==> src/rtl/spi_slave_frame_pkg.sv <==
// Shared types and constants for the SPI responder.
`timescale 1ns/1ps
package spi_slave_pkg;

  typedef enum logic [1:0] {
    IDLE  = 2'd0,
    OOB   = 2'd1,
    FRAME = 2'd2
  } spi_state_t;

  localparam int SPI_WORD_BITS = 32;
  localparam int SPI_OOB_BITS  = 8;

  // Bit counter value that marks the final bit of the current item.
  function automatic logic [4:0] last_bit_idx(input spi_state_t s);
    if (s == OOB) begin
      return 5'(SPI_OOB_BITS - 1);
    end
    return 5'(SPI_WORD_BITS - 1);
  endfunction

endpackage

==> src/rtl/spi_slave_frame_sync_edge.sv <==
// N-stage synchronizer with registered one-cycle rise/fall pulses.
// The level output appears STAGES cycles after the pin changes and the
// pulses one cycle later.
`timescale 1ns/1ps
module spi_sync_edge #(
  parameter int   STAGES  = 2,
  parameter logic RST_VAL = 1'b0
) (
  input  logic clk,
  input  logic rst_n,
  input  logic d,
  output logic q,
  output logic rise,
  output logic fall
);

  logic [STAGES-1:0] r_sync;
  logic              r_prev;
  logic              r_rise;
  logic              r_fall;

  // Shift the asynchronous pin through the synchronizer chain.
  always_ff @(posedge clk) begin
    if (!rst_n) begin
      r_sync <= {STAGES{RST_VAL}};
    end else begin
      r_sync <= {r_sync[STAGES-2:0], d};
    end
  end

  // Compare the synchronized level with its previous value to form edge pulses.
  always_ff @(posedge clk) begin
    if (!rst_n) begin
      r_prev <= RST_VAL;
      r_rise <= 1'b0;
      r_fall <= 1'b0;
    end else begin
      r_prev <= r_sync[STAGES-1];
      r_rise <= r_sync[STAGES-1] & ~r_prev;
      r_fall <= ~r_sync[STAGES-1] & r_prev;
    end
  end

  assign q    = r_sync[STAGES-1];
  assign rise = r_rise;
  assign fall = r_fall;

endmodule

==> src/rtl/spi_slave_frame.sv <==
// SPI responder: oversampled SPI pins, OOB byte mode (spi_frame high) and
// framed 32-bit word mode (spi_frame low), LSB first. Receive items leave
// as one-cycle pulses; transmit items come from a one-entry holding register.
//
// Transmit handshake: a word moves into the holding register on any clock
// edge where tx_valid & tx_ready are both high; tx_ready is simply "holding
// register empty", it never depends on tx_valid, and tx_data only needs to
// be stable while tx_valid is high.
`timescale 1ns/1ps
module spi_slave_frame
  import spi_slave_pkg::*;
#(
  parameter int          SYNC_STAGES = 2,
  parameter logic [31:0] IDLE_TX     = 32'h0000_0000
) (
  input  logic        clk,
  input  logic        rst_n,
  input  logic        spi_clk,
  input  logic        spi_mosi,
  input  logic        spi_cs,
  input  logic        spi_frame,
  output logic        spi_miso,
  output logic [31:0] rx_data,
  output logic        rx_valid,
  output logic        rx_oob,
  output logic        rx_first,
  input  logic [31:0] tx_data,
  input  logic        tx_valid,
  output logic        tx_ready,
  output logic        tx_underrun,
  output logic        err_abort,
  output logic [1:0]  dbg_state
);

  // Synchronized pins and edge pulses.
  logic w_sck_q_unused;
  logic w_sck_rise;
  logic w_sck_fall;
  logic w_mosi_q;
  logic w_mosi_rise_unused;
  logic w_mosi_fall_unused;
  logic w_cs_q_unused;
  logic w_cs_rise;
  logic w_cs_fall;
  logic w_frame_q;
  logic w_fr_rise;
  logic w_fr_fall;

  // FSM and datapath registers.
  spi_state_t  r_state;
  spi_state_t  w_state_nxt;
  logic [4:0]  r_cnt;
  logic        r_load_pend;
  logic        r_first_pend;
  logic [31:0] r_rx_sh;
  logic [31:0] r_tx_sh;
  logic        r_miso;
  logic [31:0] r_hold;
  logic        r_hold_full;
  logic [31:0] r_rx_data;
  logic        r_rx_valid;
  logic        r_rx_oob;
  logic        r_rx_first;
  logic        r_underrun;
  logic        r_abort;

  // Control strobes from the FSM.
  logic        w_enter;
  logic        w_exit;
  logic        w_active;
  logic        w_bit_rise;
  logic        w_bit_fall;
  logic        w_last;
  logic        w_item_done;
  logic        w_load;
  logic        w_abort;
  logic        w_accept;
  logic [31:0] w_rx_next;
  logic [31:0] w_load_word;

  // spi_cs resets to the asserted level so that a pin held low through reset
  // never produces a falling edge: the FSM waits for a real high-then-low.
  spi_sync_edge #(.STAGES(SYNC_STAGES), .RST_VAL(1'b0)) u_sync_sck (
    .clk(clk), .rst_n(rst_n), .d(spi_clk),
    .q(w_sck_q_unused), .rise(w_sck_rise), .fall(w_sck_fall)
  );

  spi_sync_edge #(.STAGES(SYNC_STAGES), .RST_VAL(1'b0)) u_sync_mosi (
    .clk(clk), .rst_n(rst_n), .d(spi_mosi),
    .q(w_mosi_q), .rise(w_mosi_rise_unused), .fall(w_mosi_fall_unused)
  );

  spi_sync_edge #(.STAGES(SYNC_STAGES), .RST_VAL(1'b0)) u_sync_cs (
    .clk(clk), .rst_n(rst_n), .d(spi_cs),
    .q(w_cs_q_unused), .rise(w_cs_rise), .fall(w_cs_fall)
  );

  spi_sync_edge #(.STAGES(SYNC_STAGES), .RST_VAL(1'b0)) u_sync_frame (
    .clk(clk), .rst_n(rst_n), .d(spi_frame),
    .q(w_frame_q), .rise(w_fr_rise), .fall(w_fr_fall)
  );

  // State register.
  always_ff @(posedge clk) begin
    if (!rst_n) begin
      r_state <= IDLE;
    end else begin
      r_state <= w_state_nxt;
    end
  end

  // Next-state logic and per-cycle strobes; spi_cs rise outranks a frame edge.
  always_comb begin
    w_state_nxt = r_state;
    w_enter     = 1'b0;
    w_exit      = 1'b0;
    case (r_state)
      IDLE: begin
        if (w_cs_fall) begin
          w_state_nxt = w_frame_q ? OOB : FRAME;
          w_enter     = 1'b1;
        end
      end
      OOB: begin
        if (w_cs_rise) begin
          w_state_nxt = IDLE;
          w_exit      = 1'b1;
        end else if (w_fr_fall) begin
          w_state_nxt = FRAME;
          w_exit      = 1'b1;
          w_enter     = 1'b1;
        end
      end
      FRAME: begin
        if (w_cs_rise) begin
          w_state_nxt = IDLE;
          w_exit      = 1'b1;
        end else if (w_fr_rise) begin
          w_state_nxt = OOB;
          w_exit      = 1'b1;
          w_enter     = 1'b1;
        end
      end
      default: begin
        w_state_nxt = IDLE;
      end
    endcase
  end

  // Bit-level strobes: clock edges only count while staying in an active state.
  always_comb begin
    w_active    = (r_state != IDLE) && !w_exit;
    w_bit_rise  = w_active & w_sck_rise;
    w_bit_fall  = w_active & w_sck_fall;
    w_last      = (r_cnt == last_bit_idx(r_state));
    w_item_done = w_bit_rise & w_last;
    w_load      = w_enter | (w_bit_fall & r_load_pend);
    w_abort     = w_exit & (r_cnt != 5'd0);
    w_accept    = tx_valid & ~r_hold_full;
    w_rx_next   = {w_mosi_q, r_rx_sh[31:1]};
    w_load_word = r_hold_full ? r_hold : IDLE_TX;
  end

  // Bit counter plus the pending-load and first-word flags.
  always_ff @(posedge clk) begin
    if (!rst_n) begin
      r_cnt        <= 5'd0;
      r_load_pend  <= 1'b0;
      r_first_pend <= 1'b0;
    end else begin
      if (w_enter || w_exit || (r_state == IDLE)) begin
        r_cnt       <= 5'd0;
        r_load_pend <= 1'b0;
      end else if (w_bit_rise) begin
        r_cnt       <= w_last ? 5'd0 : r_cnt + 5'd1;
        r_load_pend <= w_last;
      end else if (w_bit_fall) begin
        r_load_pend <= 1'b0;
      end

      if (w_enter) begin
        r_first_pend <= (w_state_nxt == FRAME);
      end else if (w_exit) begin
        r_first_pend <= 1'b0;
      end else if (w_item_done && (r_state == FRAME)) begin
        r_first_pend <= 1'b0;
      end
    end
  end

  // Receive shifter (fills from the top, LSB first) and the output pulse.
  always_ff @(posedge clk) begin
    if (!rst_n) begin
      r_rx_sh    <= 32'd0;
      r_rx_data  <= 32'd0;
      r_rx_valid <= 1'b0;
      r_rx_oob   <= 1'b0;
      r_rx_first <= 1'b0;
    end else begin
      r_rx_valid <= w_item_done;
      if (w_bit_rise) begin
        r_rx_sh <= w_rx_next;
      end
      if (w_item_done) begin
        r_rx_oob   <= (r_state == OOB);
        r_rx_first <= (r_state == FRAME) & r_first_pend;
        r_rx_data  <= (r_state == OOB) ? {24'd0, w_rx_next[31:24]} : w_rx_next;
      end
    end
  end

  // Transmit shifter: a load presents bit 0, later falling edges advance.
  always_ff @(posedge clk) begin
    if (!rst_n) begin
      r_tx_sh <= 32'd0;
      r_miso  <= 1'b0;
    end else if (w_load) begin
      r_tx_sh <= w_load_word;
      r_miso  <= w_load_word[0];
    end else if (w_bit_fall) begin
      r_tx_sh <= {1'b0, r_tx_sh[31:1]};
      r_miso  <= r_tx_sh[1];
    end
  end

  // Holding register; a load in the same cycle as an accept sees it empty.
  always_ff @(posedge clk) begin
    if (!rst_n) begin
      r_hold      <= 32'd0;
      r_hold_full <= 1'b0;
    end else begin
      if (w_load && r_hold_full) begin
        r_hold_full <= 1'b0;
      end
      if (w_accept) begin
        r_hold      <= tx_data;
        r_hold_full <= 1'b1;
      end
    end
  end

  // Status pulses.
  always_ff @(posedge clk) begin
    if (!rst_n) begin
      r_underrun <= 1'b0;
      r_abort    <= 1'b0;
    end else begin
      r_underrun <= w_load & ~r_hold_full;
      r_abort    <= w_abort;
    end
  end

  assign spi_miso    = r_miso;
  assign rx_data     = r_rx_data;
  assign rx_valid    = r_rx_valid;
  assign rx_oob      = r_rx_oob;
  assign rx_first    = r_rx_first;
  assign tx_ready    = ~r_hold_full;
  assign tx_underrun = r_underrun;
  assign err_abort   = r_abort;
  assign dbg_state   = r_state;

endmodule
==> config.mk <==
export PLATFORM = sky130hd
export DESIGN_NAME = spi_slave_frame
export DESIGN_NICKNAME = d
export VERILOG_FILES = /design/src/rtl/spi_slave_frame_pkg.sv /design/src/rtl/spi_slave_frame_sync_edge.sv /design/src/rtl/spi_slave_frame.sv
export SDC_FILE = /design/constraint.sdc
export NUM_CORES = 1
export LEC_CHECK = 0
export ABC_AREA = 0
export CAP_MARGIN = 25
export CORE_MARGIN = 2
export CORE_UTILIZATION = 33
export CTS_CLUSTER_SIZE = 30
export DETAILED_ROUTE_END_ITERATION = 10
export DONT_BUFFER_PORTS = 1
export PLACE_DENSITY = 0.55
export SLEW_MARGIN = 20
export SYNTH_ARGS = -nofsm -noshare
export SYNTH_HDL_FRONTEND = slang
export SYNTH_SLANG_ARGS = --single-unit
==> constraint.sdc <==
create_clock -name clk -period 3.5 [get_ports clk]
set_clock_uncertainty 0.2 [all_clocks]
set_input_delay 0.7 -clock clk [delete_from_list [all_inputs] [get_ports clk]]
set_output_delay 0.7 -clock clk [all_outputs]
set_load 0.01 [all_outputs]
[Word-level counts from Yosys, hierarchy flattened]
Index checks and enable logic that the tools add are counted.
W data, S select, Z words.
Word-level totals
  bits in registers: 161
  output and inout port bits: 41
Operators by class
  eq/ne operators: 4
  bitwise logic cells: 23
  reductions and logical operators: 14
  add/subtract/negate cells: 1
  mux-type cells: 33
Operators with widths (number)
  $mux W32: 4
  $mux W1: 17
  $mux W5: 3
  $and A1 B1 Y1: 14
  $mux W2: 6
  $not A1 Y1: 8
  $reduce_bool A2 Y1: 4
  $pmux W2 S3: 1
  $add A5 B1 Y5 const B: 1
  $eq A5 B5 Y1: 1
  $reduce_bool A5 Y1: 1
  $eq A2 B2 Y1 const B: 2
  $logic_and A1 B1 Y1: 3
  $pmux W1 S3: 1
  $reduce_bool A3 Y1: 1
  $eq A2 B1 Y1 const B: 1
  $logic_not A2 Y1: 1
  $logic_or A1 B1 Y1: 2
  $pmux W1 S2: 1
  $reduce_or A2 Y1: 1
  $logic_not A1 Y1: 1
  $or A1 B1 Y1: 1

[Longest topological paths before layout]
Gate-level depths: netlist of run 1.
  depth in word-level cells: 11
  mapped depth: 8

[By module]
From an unflattened synthesis of run 1, not the netlist that was laid out.
Second synthesis, totals
  cell total of the unflattened synthesis: 703
  area total of the unflattened synthesis: 6500.0 µm²
Modules (own cells, without submodules)
  spi_slave_frame: cells an instance 663, seq. area each 2842.7 µm², instances 1, area each 5939.4 µm²
  spi_sync_edge: cells an instance 10, seq. area each 100.1 µm², instances 4, area each 140.1 µm²

[Least setup slack after synthesis of run 1]
No wires, ideal clock.
  path type: reg2reg
  from: register r_state[0] (netlist: dbg_state[0])
  to: register r_cnt[3]
  data arrival time: 2.055 ns
  stages on the path, launching flop included: 8
  library setup time: 0.080 ns
  path buffers: 1
  data required time: 3.220 ns
  setup slack: 1.165 ns
  cells stage by stage: dfxtp_1 inv_1 ha_1 and2_4 o31a_1 buf_4 or4_1 a211oi_2
Between the ends
  cells in the longest elaborated chain, start to end: 5
RTL lines
  start: declaration: RTL line spi_slave_frame.sv:50  | spi_state_t r_state;
  start signal: assignment: RTL line spi_slave_frame.sv:108  | r_state <= w_state_nxt;
  $eq A2 B1 Y1 (tied with other cells): RTL line spi_slave_frame_pkg.sv:16, spi_slave_frame.sv:117
  $mux W1 (tied with other cells): RTL line spi_slave_frame_pkg.sv:16  | if (s == OOB) begin
  $mux W5 (tied with other cells): RTL line spi_slave_frame_pkg.sv:19  | return 5'(SPI_WORD_BITS - 1);
  $eq A5 B5 Y1 (tied with other cells): RTL line spi_slave_frame.sv:155  | w_last = (r_cnt == last_bit_idx(r_state));
  $mux W5 (tied with other cells): RTL line spi_slave_frame.sv:175  | r_cnt <= w_last ? 5'd0 : r_cnt + 5'd1;
  end signal: assignment: RTL line spi_slave_frame.sv:175
  end: declaration: RTL line spi_slave_frame.sv:52  | logic [4:0] r_cnt;
Several ways; a longest one is shown, not always the timed one.
A chain may end at the register's enable or synchronous reset.

[Final worst setup path of run 1]
  from: register r_state[0] (netlist: dbg_state[0])
  to: register r_load_pend
Between the ends
  cells in the longest elaborated chain, start to end: 6
RTL lines
  $eq A2 B2 Y1 or $eq A2 B1 Y1 (tied branches): RTL line spi_slave_frame.sv:117, spi_slave_frame_pkg.sv:16
  $pmux W1 S2: RTL line spi_slave_frame.sv:117  | case (r_state)
  $logic_not A1 Y1: RTL line spi_slave_frame.sv:152  | w_active = (r_state != IDLE) && !w_exit;
  $logic_and A1 B1 Y1: RTL line spi_slave_frame.sv:152
  $and A1 B1 Y1 (on tied branches): RTL line spi_slave_frame.sv:153, spi_slave_frame.sv:154
  $mux W1 or $reduce_bool A2 Y1 (tied branches)
  end signal: assignment: RTL line spi_slave_frame.sv:176  | r_load_pend <= w_last;
  end: declaration: RTL line spi_slave_frame.sv:53  | logic r_load_pend;
Several ways; a longest one is shown, not always the timed one.

==> impl_results.md, run 1 <==
* Outcome: complete, no violations
* Final setup TNS at 0 ps
* First-pass GRT wire length at 24300 um
* Final ANT Viol Nets at 0
* Avg Cell Area, Syn at 8.82 um^2
* CTS tree: done
* Seq/Total Area, Yosys at 50.8%
* Max Cap Viol at 0
* Share of post-route cells with drive strength above 1 at between 8 and 9%
* Max Slew Vio Count at 0
* CTS buffer count at 17
* Fill cell count at 1862
* Critical Path AT at between 2000 and 3000 ps
* Yosys cell types at 48
* Yosys top cell area share at 50.8%
* Slowest cell on crit path: dfxtp_1
* Area Overhead vs Synth at 13.0%
* Final net count at 725
* Vias in the first global route at 4777
* Layout Cells excl Fill at 926
* Total core area at 18600 um^2
* Die W at 142 um
* # clock sinks at between 150 and 200
* Clock-pin slew on the worst setup and hold paths at 60 ps
* Post-CTS Hold Buffers at 0
* CP Data Required Time at 3590 ps
* Initial antenna violation count at 0
* Cell family with the largest share of critical-path delay: compound AO/OA/AOI/OAI gates
* Detailed Routing Iterations Pass 1 at 4
* Post-CTS Repair Setup Buffers at 0
* DRC violation count after routing at 0
* Pwr/cell area at 551 nW/um^2
* Warning count from the yosys run at 0
* DRT iter0 DRCs at around 380
* Antenna fix cells at 0
* Worst Path Buf+Inv at 2
* Endpoints failing hold at 0
* Mapped Nets at 755
* Startpoint Class: register
* Fin crit period at approximately 2800 ps
* Seq cells post-synth at 159
* Cell taking the most area after synthesis: dfxtp_1
* Leakage at 2.31 nW
* Via-to-Cell Ratio at 5.58
* Tcrit/Tclk final at 79.9%
* Top post-synthesis cells by area: dfxtp_1 51%, nand2_1 6.2%, a21oi_1 5.5%
* CTS H-tree depth at 4
* Post-Syn Area at about 6300 um^2
* IO Port Bufs at 0
* Via count at 5166
* Worst vdd ir at 334 uV
* Cells along the critical path: inv_1 > ha_1 > nor2b_1 > o31a_1 > buf_4 > o31ai_1 > a2111oi_0
* Flop2flop setup slack at ~700 ps
* Ports at 80
* Longest Clk Path Bufs at 2
* WS Path Type: reg2reg
* Worst slew pin tran at 909 ps
* FP Rows at 50
* Post-DP HPWL at between 9000 and 10000 um
* F_max at 0.357 GHz
* Post-CTS Resized at 0
* Reg2reg start: dbg_state[0]$_SDFF_PN0_
* Crit. End Element: register
* Clk root buf: clkbuf_16
* RSZ-0062 raised after global routing: no
* Synth Instances at approximately 700
* WL per Instance at roughly 16 um
* Post-Route WL at 15000 um
* Initial Utilization at about a third
* Post-placement cell count at 895
* Hold depth at 1
* Critical-path maximum fanout at 44
* Clk Latency, worst-skew pair at 430 ps
* Largest net degree at the start of global routing at 60
* Die area at 20100 um^2
* Gr usage total at 15.1%
* CP max stage delay at 480 ps
* Worst reg2reg path depth at 7
* Hold Startpoint: rst_n
* Register area at roughly 3200 um^2
* Hold path endpoint: u_sync_sck.r_sync[0]$_SDFF_PN0_
* Area of the multi-input gates at 2800 um^2
* HP Class: in2reg
* Chip height at approximately 140 um
* R2r endpoint: r_load_pend$_SDFFE_PP0P_
* Grt total ovfl at 0
* Relative slew margins at 39.2%
* Gpl congestion at 0.770
* Final setup viols at 0
* Hold_ws at 196 ps
[cells by family (layout without fill, tap and decap cells)]
group | count (synthesis) | after routing | synth area share, %
adder cells (fa/ha/maj) | 6 | 6 | 1.20
AO/OA/AOI/OAI | 235 | 235 | 24.4
buffers and inverters | 79 | 61 | 5.16
multiplexers | 9 | 9 | 1.44
AND/OR/NAND/NOR | 222 | 222 | 16.9
flip-flops | 159 | 159 | 50.8
[registers in the layout (all words and copies together), names as in the netlist, 2 cells and up]
register / cells
u_sync_cs.r_sync: 2
rx_data: 32
u_sync_sck.r_sync: 2
dbg_state: 2
r_tx_sh: 32
r_rx_sh: 31
r_cnt: 5
r_hold: 32
u_sync_frame.r_sync: 2
u_sync_mosi.r_sync: 2
[routing by layer]
layer	GRT usage, %	vias up	part of all wire [%]
met5	0	-	0
met1	19.0	2470	46
met3	5.10	13	5.6
met4	4.74	0	0.85
met2	24.6	140	47
li1	-	2543	-
[worst reg2reg max path, cell delays in order (launching register included)]
cell and delay (ps):
dfxtp_1 480, inv_1 130, ha_1 280, nor2b_1 340
o31a_1 260, buf_4 420, o31ai_1 130, a2111oi_0 430
[metrics by stage]
step | power [mW] | utilization, % | setup slack (ps) | cell area, um^2
finish | 3.90 | 37.9 | 703 | 7070
global route | 4.04 | 37.9 | 417 | 7070
CTS | 3.95 | 37.9 | 706 | 7070
detailed placement | 2.05 | 34.7 | 761 | 6460
global placement | 2.04 | 34.6 | 686 | 6450
floorplan | 2.02 | - | 1160 | 6260
[placed cells by master (no fill, tap or decap), drive strengths merged, types with 7 or more instances in the layout]
cell / n
a211oi: 10
and2: 12
buf: 20
o41ai: 31
a21oi: 69
nor2b: 8
clkbuf: 22
o21ai: 39
inv: 11
a31oi: 41
nand2: 104
nand3: 65
a22o: 24
nor3: 7
mux2i: 9
dfxtp: 159
[power by group]
group          internal (mW)  leakage (nW)  switching, mW  total [mW]
clock network           1.18         0.293          0.715        1.89
registers               1.85          1.29         0.0242        1.87
logic                 0.0448         0.733         0.0893       0.134
[Yosys cell counts, drive strengths merged]
master,count
nand2b,3
a2111oi,1
nor3b,4
nand3b,2
nor4b,1
o31ai,6
o211a,1
o31a,1
nand4,2
a22o,24
nor4,2
a22oi,1
ha,6
a2bb2o,1
o311ai,1
and2,12
dfxtp,159
buf,18
nor3,7
o41ai,31
a32oi,1
nor2,5
and3,2
mux2i,9
o21a,3
a41oi,1
a311oi,1
inv,10
nand2,104
a21oi,69
a211oi,10
nor2b,8
nand3,65
or4,3
or2,1
clkbuf,51
o21ai,39
and3b,1
o211ai,3
a31oi,41
[area by class of cell]
class	count	share of cell area (%)
flip-flops and latches	159	45.0
inverters	10	0.531
multi-input cells	472	39.6
repair buffers	20	2.18
well taps	234	4.14
clock buffers	22	6.71
clock inverters	9	1.88
[how the worst max path moves through the flow]
stage	to	startpoint	cells past startpoint	slack, ps
after floorplan	r_cnt[3]$_SDFFE_PP0P_	dbg_state[0]$_SDFF_PN0_	7	1160
after global placement	rx_data[13]$_SDFFE_PN0P_	dbg_state[1]$_SDFF_PN0_	6	690
after detailed placement	r_load_pend$_SDFFE_PP0P_	dbg_state[0]$_SDFF_PN0_	7	760
after CTS	r_load_pend$_SDFFE_PP0P_	dbg_state[0]$_SDFF_PN0_	7	710
after global routing	r_load_pend$_SDFFE_PP0P_	dbg_state[0]$_SDFF_PN0_	7	420
final	r_load_pend$_SDFFE_PP0P_	dbg_state[0]$_SDFF_PN0_	7	700
Power figures use the tool's default switching activity.
==> run 2: changes to the inputs <==
- clock period: 3.5 -> 2.9 ns (I/O delays scaled with it)
==> impl_results.md, run 2 (synthesis gave the netlist of run 1 again) <==
* IO Port Bufs at 0 (unchanged)
* FP Rows at 50 (unchanged)
* Total core area at 18600 um^2 (unchanged)
* HP Class: in2reg (unchanged)
* Crit path launch: dbg_state[0]$_SDFF_PN0_ (unchanged)
* Critical Path AT at 2770 ps (was 2890 ps)
* Worst reg2reg path depth at 7 (unchanged)
* Grt total ovfl at 0 (unchanged)
* Hold path endpoint: u_sync_frame.fall$_SDFF_PN0_ (was u_sync_sck.r_sync[0]$_SDFF_PN0_)
* Area Overhead vs Synth at 13.5% (was 13.0%)
* Hold Startpoint: rst_n (unchanged)
* Vias in the first global route at 4849 (was 4777)
* Initial Utilization at 33.6% (unchanged)
* Total Power at 4.69 mW (was 3.90 mW)
* Via-to-Cell Ratio at 5.57 (was 5.58)
* Flop2flop setup slack at 220 ps (was 700 ps)
* Die area at 20100 um^2 (unchanged)
* Worst slew pin tran at 528 ps (was 909 ps)
* WL per Instance at 16.3 um (was 16.2 um)
* CTS tree: done (unchanged)
* Worst vdd ir at 441 uV (was 334 uV)
* R2r endpoint: r_load_pend$_SDFFE_PP0P_ (unchanged)
* Die W at 142 um (unchanged)
* Layout Cells excl Fill at 930 (was 926)
* Crit. End Element: register (unchanged)
* Fin crit period at 2680 ps (was 2800 ps)
* WS Path Type: reg2reg (unchanged)
* Most common cell after layout, fill and taps aside: dfxtp_1 (unchanged)
* Post-CTS Resized at 0 (unchanged)
* F_max at 0.373 GHz (was 0.357 GHz)
* RSZ-0062 raised after global routing: no (unchanged)
* Tcrit/Tclk final at 92.6% (was 79.9%)
* Final setup viols at 0 (unchanged)
* DRT iter0 DRCs at 361 (was 379)
* Relative slew margins at 64.7% (was 39.2%)
* Post-CTS Hold Buffers at 0 (unchanged)
* CTS buffer count at 17 (unchanged)
* Final ANT Viol Nets at 0 (unchanged)
* Chip height at 142 um (unchanged)
* Reg2reg start: dbg_state[0]$_SDFF_PN0_ (unchanged)
* CP Data Required Time at 2990 ps (was 3590 ps)
* Post-Route WL at 15100 um (was 15000 um)
* DRC violation count after routing at 0 (unchanged)
* Gr usage total at 15.2% (was 15.1%)
* Max Cap Viol at 0 (unchanged)
* Clk Latency, worst-skew pair at 420 ps (was 430 ps)
* Clk root buf: clkbuf_16 (unchanged)
* Via count at 5179 (was 5166)
* Hold depth at 2 (was 1)
* Share of post-route cells with drive strength above 1 at 9.77% (was 8.96%)
* Antenna fix cells at 0 (unchanged)
* Hold_ws at 78.6 ps (was 196 ps)
* Longest Clk Path Bufs at 2 (unchanged)
* Gpl congestion at 0.764 (was 0.770)
* Outcome: complete, no violations (unchanged)
* Leakage at 2.33 nW (was 2.31 nW)
* First-pass GRT wire length at 24800 um (was 24300 um)
* Max Slew Vio Count at 0 (unchanged)
* Detailed Routing Iterations Pass 1 at 5 (was 4)
* Clock-pin slew on the worst setup and hold paths at 60 ps (about the same)
* Most frequent cells in the layout: 159 x dfxtp_1, 104 x nand2_1, 69 x a21oi_1, 65 x nand3_1, 40 x a31oi_1 (unchanged)
* Final net count at 729 (was 725)
* Largest net degree at the start of global routing at 53 (was 60)
* Ports at 80 (unchanged)
* Final setup TNS at 0 ps (unchanged)
* Initial antenna violation count at 0 (unchanged)
* # clock sinks at 159 (unchanged)
* Critical-path maximum fanout at 12 (was 44)
* Post-CTS Repair Setup Buffers at 0 (unchanged)
* Endpoints failing hold at 0 (unchanged)
* Pwr/cell area at 660 nW/um^2 (was 551 nW/um^2)
* Startpoint Class: register (unchanged)
* Post-placement cell count at 899 (was 895)
* CTS H-tree depth at 4 (unchanged)
* Post-DP HPWL at 9720 um (was 9570 um)
-- run 2: power by group --
part | switching (mW) | internal, mW | total (mW)
sequential | 0.0324 | 2.23 | 2.27
combinational | 0.104 | 0.0540 | 0.158
clock | 0.864 | 1.40 | 2.26
-- run 2: how the worst max path moves through the flow --
stage	endpoint	slack, ps
6_report	r_load_pend$_SDFFE_PP0P_	220
5_1_grt	r_load_pend$_SDFFE_PP0P_	40
4_1_cts	r_load_pend$_SDFFE_PP0P_	220
3_5_place_dp	r_load_pend$_SDFFE_PP0P_	250
3_3_place_gp	rx_data[13]$_SDFFE_PN0P_	180
2_1_floorplan	r_cnt[3]$_SDFFE_PP0P_	560
-- run 2: per-layer routing --
layer	part of all wire [%]	routed length, um	global-route usage, %
met5	0	0	0
met4	1.2	176	4.95
met3	6.1	922	4.76
met2	48	7210	24.8
met1	45	6840	19.2
-- run 2: worst max-delay path: stages (launching register included) --
cell	delay, ps
dfxtp_1	400
inv_1	100
ha_1	270
nor2b_1	340
o31a_1	510
buf_4	220
o31ai_1	70
a2111oi_0	440
-- run 2: stage by stage --
step / instance area [um^2] / setup slack [ps] / util [%]
CTS: 7110 / 220 / 38.1
global placement: 6480 / 183 / 34.8
floorplan: 6260 / 565 / -
detailed placement: 6490 / 246 / 34.8
global route: 7110 / 43.8 / 38.1
finish: 7110 / 215 / 38.1
-- run 2: cell type report --
cell class,count,area [um^2]
fill,1885,11500
multi-input combinational,472,2800
sequential,159,3180
inverter,10,37.5
clock inverter,8,104
tap,234,293
clock buffer,23,508
timing repair buffer,24,184
==> run 3: changes to the inputs <==
- REMOVE_ABC_BUFFERS: unset -> 1
==> impl_results.md, run 3 (synthesis gave the netlist of run 1 again) <==
* Outcome: complete, no violations (unchanged)
* Slowest cell on crit path: dfxtp_1 (was o31a_1)
* CP Data Required Time at 3060 ps (was 2990 ps)
* CTS H-tree depth at 4 (unchanged)
* Max Cap Viol at 0 (unchanged)
* Worst vdd ir at 433 uV (was 441 uV)
* Longest Clk Path Bufs at 2 (unchanged)
* Post-CTS Hold Buffers at 0 (unchanged)
* Endpoints failing hold at 0 (unchanged)
* CTS buffer count at 17 (unchanged)
* Leakage at 2.35 nW (was 2.33 nW)
* DRT iter0 DRCs at 454 (was 361)
* HP Class: in2reg (unchanged)
* Pwr/cell area at 685 nW/um^2 (was 660 nW/um^2)
* CP max stage delay at 470 ps (was 510 ps)
* Dpl cell area at 6510 um^2 (was 6490 um^2)
* Reg2reg start: dbg_state[0]$_SDFF_PN0_ (unchanged)
* Flop2flop setup slack at 270 ps (was 220 ps)
* Fill cell count at 1885 (unchanged)
* Crit path launch: dbg_state[0]$_SDFF_PN0_ (unchanged)
* Post-CTS Repair Setup Buffers at 0 (unchanged)
* Cells along the critical path: inv_1 > ha_1 > nor2b_2 > o31a_1 > buf_4 > buf_4 > o21ai_0 > a21oi_1 (was inv_1 > ha_1 > nor2b_1 > o31a_1 > buf_4 > o31ai_1 > a2111oi_0)
* Chip height at 142 um (unchanged)
* FP Rows at 50 (unchanged)
* Clk root buf: clkbuf_16 (unchanged)
* Die W at 142 um (unchanged)
* Area of the multi-input gates at 2810 um^2 (was 2800 um^2)
* Worst reg2reg path depth at 8 (was 7)
* CTS tree: done (unchanged)
* IO Port Bufs at 0 (unchanged)
* CP Capture Point: r_rx_sh[10]$_SDFFE_PN0P_ (was r_load_pend$_SDFFE_PP0P_)
* Final net count at 730 (was 729)
* # clock sinks at 159 (unchanged)
* Initial Utilization at 33.6% (unchanged)
* Cell family with the largest share of critical-path delay: buffers and inverters (was compound AO/OA/AOI/OAI gates)
* Post-CTS Resized at 0 (unchanged)
* Share of post-route cells with drive strength above 1 at 10.2% (was 9.77%)
* WS Path Type: reg2reg (unchanged)
* Clock-pin slew on the worst setup and hold paths at 70 ps (was 60 ps)
* Critical Path Most Common Cell: buf_4
* First-pass GRT wire length at 25500 um (was 24800 um)
* Clk Latency, worst-skew pair at 430 ps (was 420 ps)
* Post-Route WL at 15500 um (was 15100 um)
* Fin crit period at 2630 ps (was 2680 ps)
* R2r endpoint: r_rx_sh[10]$_SDFFE_PN0P_ (was r_load_pend$_SDFFE_PP0P_)
* Most frequent cells in the layout: 159 x dfxtp_1, 104 x nand2_1, 69 x a21oi_1, 65 x nand3_1, 40 x a31oi_1 (unchanged)
* Worst slew pin tran at 721 ps (was 528 ps)
* WL per Instance at 16.6 um (was 16.3 um)
* Final setup viols at 0 (unchanged)
* Tcrit/Tclk final at 90.6% (was 92.6%)
* Gpl congestion at 0.832 (was 0.764)
* Critical Path AT at 2780 ps (was 2770 ps)
* DRC violation count after routing at 0 (unchanged)
* Worst Path Buf+Inv at 3 (was 2)
* Antenna fix cells at 0 (unchanged)
* Register area at 3180 um^2 (unchanged)
* Final ANT Viol Nets at 0 (unchanged)
* Design Area, Final at 7180 um^2 (was 7110 um^2)
* Via count at 5187 (was 5179)
* Startpoint Class: register (unchanged)
* Gr usage total at 15.8% (was 15.2%)
* Vias in the first global route at 5011 (was 4849)
* Max Slew Vio Count at 0 (unchanged)
* Post-DP HPWL at 9570 um (was 9720 um)
* Critical-path maximum fanout at 33 (was 12)
* Total stage count of the critical path at 8 (was 7)
* Area Overhead vs Synth at 14.6% (was 13.5%)
* RSZ-0062 raised after global routing: no (unchanged)
* Crit. End Element: register (unchanged)
* Detailed Routing Iterations Pass 1 at 5 (unchanged)
* Via-to-Cell Ratio at 5.57 (about the same)
* Grt total ovfl at 0 (unchanged)
* Ports at 80 (unchanged)
* Most common cell after layout, fill and taps aside: dfxtp_1 (unchanged)
* Relative slew margins at 51.9% (was 64.7%)
* Die area at 20100 um^2 (unchanged)
* Total core area at 18600 um^2 (unchanged)
* F_max at 0.381 GHz (was 0.373 GHz)
* Initial antenna violation count at 0 (unchanged)
* Total Power at 4.92 mW (was 4.69 mW)
* Largest net degree at the start of global routing at 53 (unchanged)
## run 3: cell types whose count changed in the layout (fill, tap and decap cells not counted), sizes merged
cell | before | now
clkinv | 2 | 1
clkinvlp | 4 | 6
clkbuf | 23 | 19
buf | 24 | 25
inv | 10 | 11
bufinv | 2 | 5
## run 3: cell type report
class,count,share of cell area (%)
multi-input cells,472,39.1
flip-flops and latches,159,44.4
repair buffers,25,2.67
inverters,10,0.523
clock buffers,19,6.31
clock inverters,13,2.91
well taps,234,4.08
## run 3: per-stage QoR
stage	instances	utilization [%]	hold WS [ps]	setup TNS, ps	setup slack [ps]
after floorplan	641	-	183	-176780	-2850
after global placement	900	34.9	189	0	152
after detailed placement	900	34.9	195	0	175
after CTS	932	38.5	52.2	0	161
after global routing	932	38.5	57.9	0	38.4
final	932	38.5	67.0	0	274
## run 3: power breakdown
group          leakage (nW)  internal [mW]  switching [mW]
Clock                 0.304           1.57           0.919
Combinational         0.762         0.0538           0.111
Sequential             1.29           2.23          0.0282
Total                  2.35           3.86            1.06
## run 3: worst min-delay path by stage
stage                                startpoint                                 to  slack [ps]  depth (start not counted)
floorplan           u_sync_cs.r_prev$_SDFF_PN0_          u_sync_cs.rise$_SDFF_PN0_         180                          1
global route                          spi_frame  u_sync_frame.r_sync[0]$_SDFF_PN0_          60                          1
detailed placement  u_sync_cs.r_prev$_SDFF_PN0_          u_sync_cs.rise$_SDFF_PN0_         200                          1
CTS                                       rst_n       u_sync_frame.fall$_SDFF_PN0_          50                          2
global placement    u_sync_cs.r_prev$_SDFF_PN0_          u_sync_cs.rise$_SDFF_PN0_         190                          1
finish                                    rst_n           r_tx_sh[21]$_SDFFE_PN0P_          70                          2
## run 3: metal layers
metal | wire length (um) | global-route usage [%] | vias to the layer above
met5 | 0 | 0 | -
met4 | 361 | 7.11 | 0
met3 | 892 | 4.56 | 21
met2 | 7140 | 24.7 | 148
met1 | 7100 | 20.3 | 2476
li1 | - | - | 2542
